==> src/rtl/barrett_reducer.sv <==
// Four-stage Barrett reducer: 64-bit product in, canonical residue mod Q out.
// Optional input range flag enabled by defining BARRETT_RANGE_CHK_EN.
module barrett_reducer #(
    parameter int wP = 64,
    parameter int Q  = 12289,
    parameter int K  = 14,
    parameter int MU = 21843
) (
    input  logic          iClk,
    input  logic          iRst_n,
    input  logic          iValid,
    output logic          oReady,
    input  logic [wP-1:0] iP,
    output logic          oValid,
    input  logic          iReady,
    output logic [K-1:0]  oR,
    output logic          oRangeErr
);

    localparam int PW = 2 * K;
    localparam int RW = K + 2;

    localparam logic [K:0]    MUL = (K+1)'(MU);
    localparam logic [K-1:0]  QL  = K'(Q);
    localparam logic [RW-1:0] Q1R = RW'(Q);
    localparam logic [RW-1:0] Q2R = RW'(2 * Q);

    logic          en;
    logic          v1, v2, v3, v4;
    logic [RW-1:0] p1, p2;
    logic [K:0]    q1, q3;
    logic [RW-1:0] r3;
    logic [K-1:0]  r4;

    logic [2*K+1:0] q1mu;
    logic [2*K:0]   q3q;
    logic [RW-1:0]  r_nxt;
    logic           ge1, ge2;
    logic [RW-1:0]  d1, d2, r_sel;

    assign en     = ~v4 | iReady;
    assign oReady = en;
    assign oValid = v4;
    assign oR     = r4;

    assign q1mu  = q1 * MUL;
    assign q3q   = q3 * QL;
    // Only the low K+2 bits matter: the true remainder is below 3Q.
    assign r_nxt = p2 - q3q[RW-1:0];

    assign ge2 = r3 >= Q2R;
    assign ge1 = r3 >= Q1R;
    assign d2  = r3 - Q2R;
    assign d1  = r3 - Q1R;

    always_comb begin
        r_sel = r3;
        if (ge2)
            r_sel = d2;
        else if (ge1)
            r_sel = d1;
    end

    always_ff @(posedge iClk or negedge iRst_n) begin
        if (!iRst_n) begin
            v1 <= 1'b0;
            v2 <= 1'b0;
            v3 <= 1'b0;
            v4 <= 1'b0;
            p1 <= '0;
            p2 <= '0;
            q1 <= '0;
            q3 <= '0;
            r3 <= '0;
            r4 <= '0;
        end else if (en) begin
            v1 <= iValid;
            p1 <= iP[RW-1:0];
            q1 <= iP[PW-1:K-1];
            v2 <= v1;
            p2 <= p1;
            q3 <= q1mu[2*K+1:K+1];
            v3 <= v2;
            r3 <= r_nxt;
            v4 <= v3;
            r4 <= r_sel[K-1:0];
        end
    end

`ifdef BARRETT_RANGE_CHK_EN
    localparam logic [wP-1:0] QQ = wP'(Q) * wP'(Q);

    logic e1, e2, e3, e4;

    always_ff @(posedge iClk or negedge iRst_n) begin
        if (!iRst_n) begin
            e1 <= 1'b0;
            e2 <= 1'b0;
            e3 <= 1'b0;
            e4 <= 1'b0;
        end else if (en) begin
            e1 <= iP >= QQ;
            e2 <= e1;
            e3 <= e2;
            e4 <= e3;
        end
    end

    assign oRangeErr = e4;
`else
    assign oRangeErr = 1'b0;
`endif

    logic unused_bits;
    assign unused_bits = ^{iP[wP-1:PW], q1mu[K:0],
                           q3q[2*K:RW], r_sel[RW-1:K]};

endmodule

==> config.mk <==
export PLATFORM = sky130hd
export DESIGN_NAME = barrett_reducer
export DESIGN_NICKNAME = d
export VERILOG_FILES = /design/src/rtl/barrett_reducer.sv
export SDC_FILE = /design/constraint.sdc
export NUM_CORES = 1
export LEC_CHECK = 0
export ABC_AREA = 1
export CORE_MARGIN = 4
export CORE_UTILIZATION = 39
export CTS_CLUSTER_DIAMETER = 120
export DETAILED_ROUTE_END_ITERATION = 12
export HOLD_SLACK_MARGIN = 0.08
export PLACE_DENSITY_LB_ADDON = 0.12
export SYNTH_ARGS = -nofsm -noshare
export SYNTH_HDL_FRONTEND = slang
export SYNTH_SLANG_ARGS = --single-unit
==> constraint.sdc <==
create_clock -name iClk -period 6.7 [get_ports iClk]
set_input_delay 1.005 -clock iClk [delete_from_list [all_inputs] [get_ports iClk]]
set_output_delay 1.005 -clock iClk [all_outputs]
set_load 0.01 [all_outputs]
==> reports/qor.log <==
qor: run_status.run_status finished clean
qor: logic_synthesis.seq_total_area_yosys 21.7%
qor: clocking.post-cts-setup-buffers 0
qor: clocking.numCtsBuffers 9
qor: routing.ant_nets 0
qor: placement.globalplace.congestion 0.879
qor: clocking.tritoncts done
qor: setup_path.worst_path_largest_cell_delay 550 ps
qor: sta.maxClockFrequency 190 MHz
qor: setup_path.cp.depth 20
qor: setup_path.cpMaxStageDelayCell sky130_fd_sc_hd__fa_1
qor: clocking.cts_repair_resize_count 0
qor: placement.place.port_buffers 47
qor: setup_path.timing_worst_setup_path_type flip-flop to flip-flop
qor: sta.rsz_0062_raised_after_global_routing no
qor: logic_synthesis.postSynthAreaPerCell 7.57 um2
qor: sta.final_clock_skew 12.8 ps
qor: logic_synthesis.mappedNetlistArea 10,700 um2
qor: routing.drt_drc_violations_left 0
qor: clocking.post_cts_hold_buffer_count 0
qor: setup_path.critical_path.max_fanout 9
qor: placement.place_hpwl 20.5 mm
qor: floorplanning.die_height 174 um
qor: routing.wire_length_after_detailed_routing 25.2 mm
qor: logic_synthesis.synth_enable_flop_cells 0
qor: setup_path.end_kind flip-flop
qor: global_route.number_of_global_route_vias_before_repair 8,651
qor: floorplanning.ioPinCount 85
qor: clocking.tritoncts_num_sinks 93
qor: logic_synthesis.postSynth.topFlopCell sky130_fd_sc_hd__dfrtp_1
qor: sta.final.period_utilization 78.6%
qor: sta.relSlewSlack 45.5%
qor: logic_synthesis.synthCells 1,420
qor: logic_synthesis.synthesis.nets 1,741
qor: layout.area_growth 10.4%
qor: floorplanning.core_region_area 27,000 um2
qor: layout.number_of_fill_cells_in_the_layout 2,805
qor: clocking.clk_path_buf_depth 2
qor: logic_synthesis.synthArstFlopShare 100%
qor: routing.vias 8,604
qor: sta.report.final.slew_viol_count 0
qor: global_route.largest_net_degree_at_the_start_of_global_routing 77
qor: clocking.cts.root.buffer_cell sky130_fd_sc_hd__clkbuf_16
qor: setup_path.worst_ep_required 6940 ps
qor: clocking.reg_clk_slew_reported_paths 80 ps
qor: sta.worstMarginPinSlew 818 ps
qor: run.cap_viol_max_count 0
qor: min_path.hold_path_depth 2
qor: sta.timing.final.crit_period 5270 ps
qor: routing.drt_iter0_markers 490
qor: sta.setup-tns-final 0 ps
qor: sta.final_hold_fails 0
qor: global_route.antenna_violations_before_repair 0
qor: setup_path.worstRegToRegCells 20
qor: routing.dr.pass1.iters 5
qor: logic_synthesis.synth.yosys.warnings 0
qor: floorplanning.rows 60
qor: min_path.timing.hold.worst.class flip-flop to flip-flop
qor: setup_path.critical_path_s_top_delay_family adder cells
qor: setup_path.series_of_cell_instances_along_the_critical_path ha_1, fa_1, inv_1, fa_1, fa_1, fa_1, inv_1, fa_1, ha_1, nand2_1, inv_1, nand2_1, nand2_1, nand2_1, nand3_1, inv_1, nand3_1, or2_2, nand3_1, nand2_1
qor: layout.antenna-diode-count 0
qor: floorplanning.floorplan.initialDensity 39.8%
qor: routing.routedLengthMet1 13.7 mm
qor: logic_synthesis.synth_cell_type_count 42
qor: layout.num-nets-final 1,776
qor: clocking.h_tree_level_count 3
qor: layout.layout-drive-gt1-share 4.66%
qor: setup_path.worst-path-buf-inv 4
qor: floorplanning.die_w 174 um
qor: global_route.grt_first_pass_wirelength 43.6 mm
qor: routing.wl_met2 10.4 mm
qor: logic_synthesis.yosys_reg_bits 93
qor: routing.detailroute.wirelength.met3 915 um
qor: routing.mean_number_of_vias_per_cell 4.78
qor: global_route.globalRouteOverflowTotal 0
qor: routing.routedWlPerCell 14.0 um
qor: setup_path.critical_path.startpoint_type flip-flop
qor: routing.route.top_layer_used met4
qor: sta.setup_viol 0
qor: clocking.worst_skew_pair.late_latency 350 ps
qor: floorplanning.floorplan.die_area 30,300 um2
qor: setup_path.data_arrival_critical_path 5500 ps
qor: global_route.gr-usage-all-layers 17.5%
[state kept, by name (all words and copies together) (netlist names), 13 cells and up]
| signal | cells |
|---|---|
| p2 | 16 |
| r3 | 16 |
| p1 | 15 |
| q3 | 15 |
| oR | 14 |
| q1 | 13 |
[final timing paths]
kind                          end   start  slack, ps
setup / recovery            q3[5]  p1[14]       1430
min in group asynchronous   q1[6]  iRst_n        670
hold / removal             oValid      v3        440
max in group asynchronous  oValid  iRst_n       4940
setup reg to reg            q3[5]  p1[14]       1430
hold reg to reg            oValid      v3        440
[cell usage after synthesis (5+ instances only)]
cell type / n / area share, %
sky130_fd_sc_hd__o21bai_1: 9 / 0.63
sky130_fd_sc_hd__xnor2_1: 10 / 0.82
sky130_fd_sc_hd__ha_1: 187 / 22
sky130_fd_sc_hd__o21ai_0: 51 / 2.4
sky130_fd_sc_hd__clkbuf_1: 18 / 0.63
sky130_fd_sc_hd__dfrtp_1: 93 / 22
sky130_fd_sc_hd__a21oi_1: 39 / 1.8
sky130_fd_sc_hd__xor2_1: 22 / 1.8
sky130_fd_sc_hd__inv_1: 264 / 9.2
sky130_fd_sc_hd__nand4_1: 13 / 0.76
sky130_fd_sc_hd__nor2_1: 72 / 2.5
sky130_fd_sc_hd__nand3_1: 71 / 3.3
sky130_fd_sc_hd__o21ai_2: 9 / 0.73
sky130_fd_sc_hd__nand2_1: 430 / 15
sky130_fd_sc_hd__nor2_4: 5 / 0.52
sky130_fd_sc_hd__fa_1: 66 / 12
sky130_fd_sc_hd__nand2_2: 13 / 0.76
[layout by cell type (no fill, tap or decap), types with 10 or more instances in the layout]
| cell | instances |
|---|---|
| sky130_fd_sc_hd__fa_1 | 66 |
| sky130_fd_sc_hd__nand2_1 | 430 |
| sky130_fd_sc_hd__dfrtp_1 | 93 |
| sky130_fd_sc_hd__nand2_2 | 13 |
| sky130_fd_sc_hd__xor2_1 | 22 |
| sky130_fd_sc_hd__xnor2_1 | 10 |
| sky130_fd_sc_hd__clkdlybuf4s50_1 | 46 |
| sky130_fd_sc_hd__nand3_1 | 71 |
| sky130_fd_sc_hd__nand4_1 | 13 |
| sky130_fd_sc_hd__nor2_1 | 71 |
| sky130_fd_sc_hd__inv_1 | 263 |
| sky130_fd_sc_hd__o21ai_0 | 51 |
| sky130_fd_sc_hd__a21oi_1 | 39 |
| sky130_fd_sc_hd__ha_1 | 187 |
[worst reg2reg max path, cell delays in order (launching register included)]
cell and delay [ps]:
sky130_fd_sc_hd__dfrtp_1 540, sky130_fd_sc_hd__ha_1 470, sky130_fd_sc_hd__fa_1 540, sky130_fd_sc_hd__inv_1 50
sky130_fd_sc_hd__fa_1 500, sky130_fd_sc_hd__fa_1 510, sky130_fd_sc_hd__fa_1 550, sky130_fd_sc_hd__inv_1 50
sky130_fd_sc_hd__fa_1 470, sky130_fd_sc_hd__ha_1 380, sky130_fd_sc_hd__nand2_1 150, sky130_fd_sc_hd__inv_1 50
sky130_fd_sc_hd__nand2_1 60, sky130_fd_sc_hd__nand2_1 90, sky130_fd_sc_hd__nand2_1 80, sky130_fd_sc_hd__nand3_1 90
sky130_fd_sc_hd__inv_1 70, sky130_fd_sc_hd__nand3_1 90, sky130_fd_sc_hd__or2_2 280, sky130_fd_sc_hd__nand3_1 90
sky130_fd_sc_hd__nand2_1 60
[through the flow]
step	util [%]	worst slack, ps	cells	hold slack, ps	area, um2
2_1_floorplan	-	1910	1420	420	10700
3_3_place_gp	42.7	1460	1785	432	11500
3_5_place_dp	42.7	1400	1785	435	11500
4_1_cts	43.9	1390	1801	453	11900
5_1_grt	43.9	1080	1801	484	11900
6_report	43.9	1430	1801	445	11900
[layer usage]
layer / global-route usage, % / vias to the layer above
li1: - / 4490
met1: 26.6 / 3975
met2: 27.0 / 125
met3: 2.39 / 14
met4: 2.44 / 0
met5: 0 / -
[logic make-up (layout without fill, tap and decap cells)]
kind of cell / Yosys count / in the layout / share of synthesized area [%]
other: 1 / 1 / 0.0349
DFF: 93 / 93 / 21.7
AOI/OAI and AO/OA: 119 / 119 / 6.34
adders and majority gates: 253 / 253 / 34.1
xor gates and xnor gates: 32 / 32 / 2.61
buffers and inverters: 296 / 336 / 10.7
and+or+nand+nor: 626 / 626 / 24.6
[final cells by class]
class                           count  area [um2]  share of cell area [%]
Clock inverter                      7        97.6                   0.823
Tap cell                          341         427                    3.60
Inverter                          269        1010                    8.52
Sequential cell                    93        2330                    19.6
Timing Repair Buffer               51         498                    4.20
Clock buffer                        9         225                    1.90
Multi-Input combinational cell   1031        7270                    61.3
Power is not shown: default switching activity piles up to over one toggle a cycle in this logic, so the estimate is an artifact.
